File: src/rtl/pulse_event_arbiter_if.sv
// Event stream interface between the pulse event arbiter and its consumer
// (event logger / interrupt block).
//   evt_valid : an event is presented (driven by master)
//   evt_ch    : channel ID of the presented event (driven by master)
//   evt_ready : consumer accepts the event (driven by slave)
// A transfer happens on a rising clock edge with evt_valid=1 and evt_ready=1.
interface pulse_event_arbiter_if #(
    parameter int ID_W = 2
);
    logic            evt_valid;
    logic [ID_W-1:0] evt_ch;
    logic            evt_ready;

    modport master (
        output evt_valid,
        output evt_ch,
        input  evt_ready
    );

    modport slave (
        input  evt_valid,
        input  evt_ch,
        output evt_ready
    );
endinterface

File: src/rtl/pulse_event_arbiter.sv
// Pulse event arbiter: collects one-cycle pulses from NUM_CH pulse detectors,
// keeps a saturating pending count per channel and serialises them as
// channel-ID events onto a single valid/ready stream. Channels share the
// stream through round-robin arbitration.
//
// Ports:
//   clk          rising-edge clock
//   rst_n        synchronous active-low reset
//   pulse_in     one-cycle pulse flags, one bit per channel
//   ch_enable    per-channel enable; low ignores pulses and clears the count
//   evt          event stream (master side: evt_valid, evt_ch out; evt_ready in)
//   pending_any  some channel has a non-zero pending count (from registers only)
//   drop_pulse   registered; high one cycle after a pulse was lost to saturation
//   ovf_clr      (PULSE_ARB_OVF_STICKY_EN only) per-channel sticky clear
//   ovf_sticky   (PULSE_ARB_OVF_STICKY_EN only) per-channel sticky overflow flag
//
// Optional feature macro: PULSE_ARB_OVF_STICKY_EN. When undefined the sticky
// ports do not exist and saturation is reported via drop_pulse only.
module pulse_event_arbiter #(
    parameter int NUM_CH = 4,
    parameter int ID_W   = 2,
    parameter int CNT_W  = 3
) (
    input  logic              clk,
    input  logic              rst_n,
    input  logic [NUM_CH-1:0] pulse_in,
    input  logic [NUM_CH-1:0] ch_enable,
`ifdef PULSE_ARB_OVF_STICKY_EN
    input  logic [NUM_CH-1:0] ovf_clr,
    output logic [NUM_CH-1:0] ovf_sticky,
`endif
    pulse_event_arbiter_if.master evt,
    output logic              pending_any,
    output logic              drop_pulse
);

    localparam logic [CNT_W-1:0] CNT_MAX = '1;

    typedef enum logic {
        EMPTY   = 1'b0,
        PRESENT = 1'b1
    } state_t;

    state_t             state_q, state_d;
    logic [ID_W-1:0]    ch_q, ch_d;
    logic [ID_W-1:0]    last_q, last_d;
    logic [ID_W-1:0]    winner;
    logic               found;
    logic               load;
    logic [CNT_W-1:0]   cnt_q [NUM_CH];
    logic [CNT_W-1:0]   cnt_d [NUM_CH];
    logic [NUM_CH-1:0]  inc, dec, lost, nz;
    logic [2*NUM_CH-1:0] nz_rot;
    logic [ID_W:0]      start;

    // Saturating counter step; returns {lost, next_count}. A simultaneous
    // increment and decrement cancel, so no pulse is lost even at max.
    function automatic logic [CNT_W:0] cnt_step(input logic [CNT_W-1:0] cnt,
                                                input logic inc_i,
                                                input logic dec_i);
        logic [CNT_W:0] res;
        res = {1'b0, cnt};
        if (inc_i && !dec_i) begin
            if (cnt == CNT_MAX) res[CNT_W] = 1'b1;
            else                res[CNT_W-1:0] = cnt + 1'b1;
        end else if (!inc_i && dec_i) begin
            res[CNT_W-1:0] = cnt - 1'b1;
        end
        return res;
    endfunction

    assign inc = pulse_in & ch_enable;

    always_comb begin
        for (int i = 0; i < NUM_CH; i++) nz[i] = (cnt_q[i] != '0);
    end

    assign pending_any = |nz;

    // Round-robin search: rotate the non-zero map so bit 0 is channel last+1,
    // then take the lowest set bit and map it back to a channel number.
    always_comb begin
        int w;
        start  = {1'b0, last_q} + 1'b1;
        nz_rot = {nz, nz} >> start;
        found  = 1'b0;
        winner = '0;
        w      = 0;
        for (int k = 0; k < NUM_CH; k++) begin
            if (!found && nz_rot[k]) begin
                found = 1'b1;
                w     = int'(start) + k;
                if (w >= NUM_CH) w = w - NUM_CH;
                winner = ID_W'(w);
            end
        end
    end

    // Output FSM: EMPTY / PRESENT, reloaded whenever the output slot is free.
    always_comb begin
        state_d = state_q;
        ch_d    = ch_q;
        last_d  = last_q;
        load    = (state_q == EMPTY) || evt.evt_ready;
        if (load) begin
            if (found) begin
                state_d = PRESENT;
                ch_d    = winner;
                last_d  = winner;
            end else begin
                state_d = EMPTY;
            end
        end
    end

    always_comb begin
        for (int i = 0; i < NUM_CH; i++) begin
            dec[i] = load && found && (winner == ID_W'(i));
            {lost[i], cnt_d[i]} = cnt_step(cnt_q[i], inc[i], dec[i]);
            // A disabled channel is cleared; an already presented event stays.
            if (!ch_enable[i]) begin
                cnt_d[i] = '0;
                lost[i]  = 1'b0;
            end
        end
    end

    // Registered state: output slot, RR pointer, counters, drop flag
    always_ff @(posedge clk) begin
        if (!rst_n) begin
            state_q    <= EMPTY;
            ch_q       <= '0;
            last_q     <= ID_W'(NUM_CH - 1);
            drop_pulse <= 1'b0;
            for (int i = 0; i < NUM_CH; i++) cnt_q[i] <= '0;
        end else begin
            state_q    <= state_d;
            ch_q       <= ch_d;
            last_q     <= last_d;
            drop_pulse <= |lost;
            for (int i = 0; i < NUM_CH; i++) cnt_q[i] <= cnt_d[i];
        end
    end

`ifdef PULSE_ARB_OVF_STICKY_EN
    // Set has priority over clear in the same cycle.
    always_ff @(posedge clk) begin
        if (!rst_n) ovf_sticky <= '0;
        else        ovf_sticky <= lost | (ovf_sticky & ~ovf_clr);
    end
`endif

    assign evt.evt_valid = (state_q == PRESENT);
    assign evt.evt_ch    = ch_q;

endmodule

File: src/flat_wrapper.sv
// flat-port wrapper written by rule: the top's interface ports become plain ports
module pulse_event_arbiter_flat 
#(
    parameter int NUM_CH = 4,
    parameter int ID_W   = 2,
    parameter int CNT_W  = 3
)
  (clk, rst_n, pulse_in, ch_enable, pending_any, drop_pulse, evt_evt_valid, evt_evt_ch, evt_evt_ready);
  pulse_event_arbiter_if #(.ID_W(ID_W)) evt_i ();
  input  logic clk;
  input  logic rst_n;
  input  logic [NUM_CH-1:0] pulse_in;
  input  logic [NUM_CH-1:0] ch_enable;
  output logic pending_any;
  output logic drop_pulse;
  output wire logic [$bits(evt_i.evt_valid)-1:0] evt_evt_valid;
  output wire logic [$bits(evt_i.evt_ch)-1:0] evt_evt_ch;
  input wire logic [$bits(evt_i.evt_ready)-1:0] evt_evt_ready;
  assign evt_evt_valid = evt_i.evt_valid;
  assign evt_evt_ch = evt_i.evt_ch;
  assign evt_i.evt_ready = evt_evt_ready;
  pulse_event_arbiter #(.NUM_CH(NUM_CH), .ID_W(ID_W), .CNT_W(CNT_W)) u_core (.clk(clk), .rst_n(rst_n), .pulse_in(pulse_in), .ch_enable(ch_enable), .evt(evt_i), .pending_any(pending_any), .drop_pulse(drop_pulse));
endmodule
File: config.mk
export PLATFORM = sky130hd
export DESIGN_NAME = pulse_event_arbiter_flat
export DESIGN_NICKNAME = d
export VERILOG_FILES = /design/src/rtl/pulse_event_arbiter_if.sv /design/src/rtl/pulse_event_arbiter.sv /design/src/flat_wrapper.sv
export SDC_FILE = /design/constraint.sdc
export NUM_CORES = 1
export LEC_CHECK = 0
export CAP_MARGIN = 0
export CORE_MARGIN = 10
export CORE_UTILIZATION = 41
export CTS_BUF_LIST = sky130_fd_sc_hd__clkbuf_16
export CTS_CLUSTER_SIZE = 40
export DETAILED_ROUTE_END_ITERATION = 10
export HOLD_SLACK_MARGIN = 0.06
export REMOVE_ABC_BUFFERS = 1
export SLEW_MARGIN = 40
export SYNTH_ARGS = -nofsm -noshare
export SYNTH_HDL_FRONTEND = slang
export SYNTH_SLANG_ARGS = --single-unit
File: constraint.sdc
create_clock -name clk -period 3.1 [get_ports clk]
set_input_delay 0.62 -clock clk [delete_from_list [all_inputs] [get_ports clk]]
set_output_delay 0.62 -clock clk [all_outputs]
set_load 0.02 [all_outputs]
==> impl_metrics.py <==
metrics = {
    "sta": {
        "fmaxAchievable_mhz": 365,
        "min_period_ns": 2.74,
        "layout_setup_ws_ns": 0.363,
        "setup_tns_ns": 0,
        "final-setup-viol-count": 0,
        "hold_violations": 0,
        "drv_slew": 0,
        "slew_headroom_pct": 52.4,
        "skew_ns": 0.00249,
        "final.period_utilization_pct": 88.3,
        "rsz0062_at_grt": "no",
        "worst_pin_slew_ns": 0.714,
    },
    "critical_path": {
        "critical_path_class": "reg -> reg",
        "cp_num_buf_inv": 0,
        "endpoint_kind": "flop",
        "path_cells": "or3_1, a211oi_1, a21o_1, nor3_4, or2_1, fa_1, and4_1, mux2i_1, mux2i_1",
        "worstSetupPathDepth": 9,
        "rrSetupSlack_ns": 0.36,
        "required_ns": 3.28,
        "cp-start-kind": "flop",
        "cp.arrival_ns": 2.92,
        "reg2reg_to": "u_core.cnt_q[2][2]$_SDFFE_PN0P_",
        "max_stage_delay_ns": 0.46,
        "timing.critical_path.mode_cell": "mux2i_1",
        "critical-path-top-delay-family": "simple AND/OR/NAND/NOR gates",
        "critPathSlowestCell": "or3_1",
        "cp_max_fo": 5,
        "r2r_cells": 9,
        "timing.rr.start": "u_core.cnt_q[3][0]$_SDFFE_PN0P_",
    },
    "drt": {
        "vias_per_cell": 5.87,
        "drc": 0,
        "wl_per_cell_um": 14.4,
        "drtIter0Drc": 55,
        "wirelength_um": 2650,
        "ant_nets": 0,
        "drtPass1Iterations": 4,
        "via_count": 1080,
    },
    "pwr": {
        "p_leak_nw": 0.587,
        "power_switching_uw": 430,
        "ir_drop_uv": 328,
        "seqPwrFrac_pct": 29.5,
        "switching_share_pct": 37.5,
        "clkPwrFrac_pct": 22.2,
        "pwr_density_cell_mw_per_mm2": 762,
        "p_int_uw": 715,
        "comb_power_share_pct": 48.3,
    },
    "hold_path": {
        "hold_path.class": "reg -> reg",
        "hold_end": "u_core.evt.evt_ch[1]$_SDFFE_PN0P_",
        "holdCritStartpoint": "u_core.evt.evt_ch[1]$_SDFFE_PN0P_",
        "hold_depth": 2,
    },
    "synth": {
        "synth_cell_types": 39,
        "avgSynthCellArea_um2": 8.93,
        "async_flop_share_pct": 0,
        "yosys_register_bits": 18,
        "synthCells": 140,
        "yosys_warnings": 0,
        "synth_edf_count": 0,
        "ys_seq_area_share_pct": 28.8,
        "synth_flop_cell": "dfxtp_1",
        "netlist_area_mm2": 0.00125,
    },
    "clock_tree": {
        "cts_hold_buf": 0,
        "cts_htree_levels": 1,
        "cts_setup_buffers": 0,
        "cts_resized": 0,
        "cts-root-buf": "clkbuf_16",
        "path_clk_slew_ns": 0.05,
        "cts_max_path_buffers": 2,
        "clock_latency_ns": 0.25,
        "cts_sinks": 18,
        "cts_buffers": 3,
        "cts_tree": "built",
    },
    "global_route": {
        "grt_pass1_vias": 1037,
        "grt_max_degree": 30,
        "overflow": 0,
        "antenna_found_initial": 0,
        "top_usage_layer": "met2",
        "use_met1_pct": 12.8,
        "track_usage_pct": 10.5,
        "use_met3_pct": 3.81,
        "grt_pass1_wl_um": 4640,
        "grtUsageMet2_pct": 16.5,
    },
    "place": {
        "place_inst": 181,
        "io_buffers": 15,
        "place_ws_ns": 0.160,
        "gp_congestion": 0.817,
        "hpwl_um": 2060,
    },
    "floorplan": {
        "rows": 19,
        "initial_core_util_pct": 44.2,
        "die_h_um": 75.2,
        "io_pins": 16,
        "core_area_mm2": 0.00283,
        "die-area_mm2": 0.00566,
        "chipWidth_um": 75.2,
    },
    "layout": {
        "utilization_pct": 53.1,
        "nets": 170,
        "drive_gt1_share_pct": 7.84,
        "antenna_cells": 0,
        "stdcell_count": 184,
        "area_growth_pct": 20.2,
    },
    "job": {
        "maxCapViolCount": 0,
    },
    "status": {
        "status": "finished, final reports clean",
    },
}
## worst max path at each step
stage	start	endpoint	slack (ns)
2_1_floorplan	u_core.cnt_q[2][0]$_SDFFE_PN0P_	u_core.cnt_q[2][2]$_SDFFE_PN0P_	0.46
6_report	u_core.cnt_q[3][0]$_SDFFE_PN0P_	u_core.cnt_q[2][2]$_SDFFE_PN0P_	0.36
4_1_cts	u_core.cnt_q[3][0]$_SDFFE_PN0P_	u_core.cnt_q[2][2]$_SDFFE_PN0P_	0.35
3_3_place_gp	evt_evt_ready	u_core.cnt_q[2][2]$_SDFFE_PN0P_	0.25
3_5_place_dp	evt_evt_ready	u_core.cnt_q[2][2]$_SDFFE_PN0P_	0.16
5_1_grt	u_core.cnt_q[3][0]$_SDFFE_PN0P_	u_core.cnt_q[2][2]$_SDFFE_PN0P_	0.18
## logic make-up (layout without fill, tap and decap cells)
group	Yosys count	after routing	synth area share [%]
buffers and inverters	9	22	2.70
AND/OR/NAND/NOR	69	69	31.7
adder cells (fa/ha/maj)	4	4	6.41
flip-flops	18	18	28.8
multiplexers	19	19	15.5
AO/OA/AOI/OAI	21	21	14.8
## worst register-to-register path: cells and delay by family (launching register included)
kind / cells / cell delay, ns
fa+ha+maj: 1 / 0.43
compound gates: 2 / 0.56
flops: 1 / 0.35
simple gates: 4 / 0.99
mux: 2 / 0.35
## flip-flops by register name (all words and copies together), names as in the netlist
register              count
u_core.evt.evt_valid      1
u_core.cnt_q             12
u_core.drop_pulse         1
u_core.evt.evt_ch         2
u_core.last_q             2
## layout by cell type, fill, tap and decap left out, types with 2 or more instances in the layout
cell type,n
a21oi_1,4
and4_1,2
buf_4,2
clkbuf_16,3
clkdlybuf4s50_1,15
dfxtp_1,18
fa_1,4
inv_1,2
mux2i_1,18
nand2_1,9
nand2b_1,2
nand3_1,22
nand3b_1,8
nor2_1,5
nor2b_1,6
nor3_1,4
nor4_1,2
o211ai_1,2
o21ai_0,3
or3_1,2
## final cells by class
cell class,instances,area [um^2]
fill,255,1330
sequential,18,360
clock buffer,3,75.1
tap,31,38.8
inverter,2,7.51
timing repair buffer,17,165
multi-input combinational,113,856
## cell usage after synthesis (3+ instances only)
cell type  count  share of area [%]
nand2_1        9                2.7
o21ai_0        3                1.2
nand3b_1       8                4.8
buf_1          3               0.90
clkbuf_1       4                1.2
dfxtp_1       18                 29
nor2b_1        6                3.0
nor3_1         4                1.6
nand3_1       22                8.8
mux2i_1       18                 14
nor2_1         5                1.5
fa_1           4                6.4
a21oi_1        4                1.6
## power by group through the flow
stage / clock, mW / sequential (mW) / combinational [mW]
after floorplan: 0 / 0.347 / 0.388
after global placement: 0 / 0.339 / 0.545
after detailed placement: 0 / 0.341 / 0.558
after CTS: 0.262 / 0.337 / 0.558
after global routing: 0.272 / 0.347 / 0.611
final: 0.254 / 0.337 / 0.553
## metrics by stage
step | power (mW) | instance area (um^2) | hold slack (ns)
floorplan | 0.736 | 1220 | 0.462
global placement | 0.884 | 1430 | 0.462
detailed placement | 0.899 | 1430 | 0.462
CTS | 1.16 | 1500 | 0.468
global route | 1.23 | 1500 | 0.483
finish | 1.14 | 1500 | 0.463
## metal layers
layer	wire length, um	up-vias
met5	0	-
met1	1260	504
met2	1190	25
met3	148	4
li1	-	547
met4	43	0
Power figures use the tool's default switching activity.
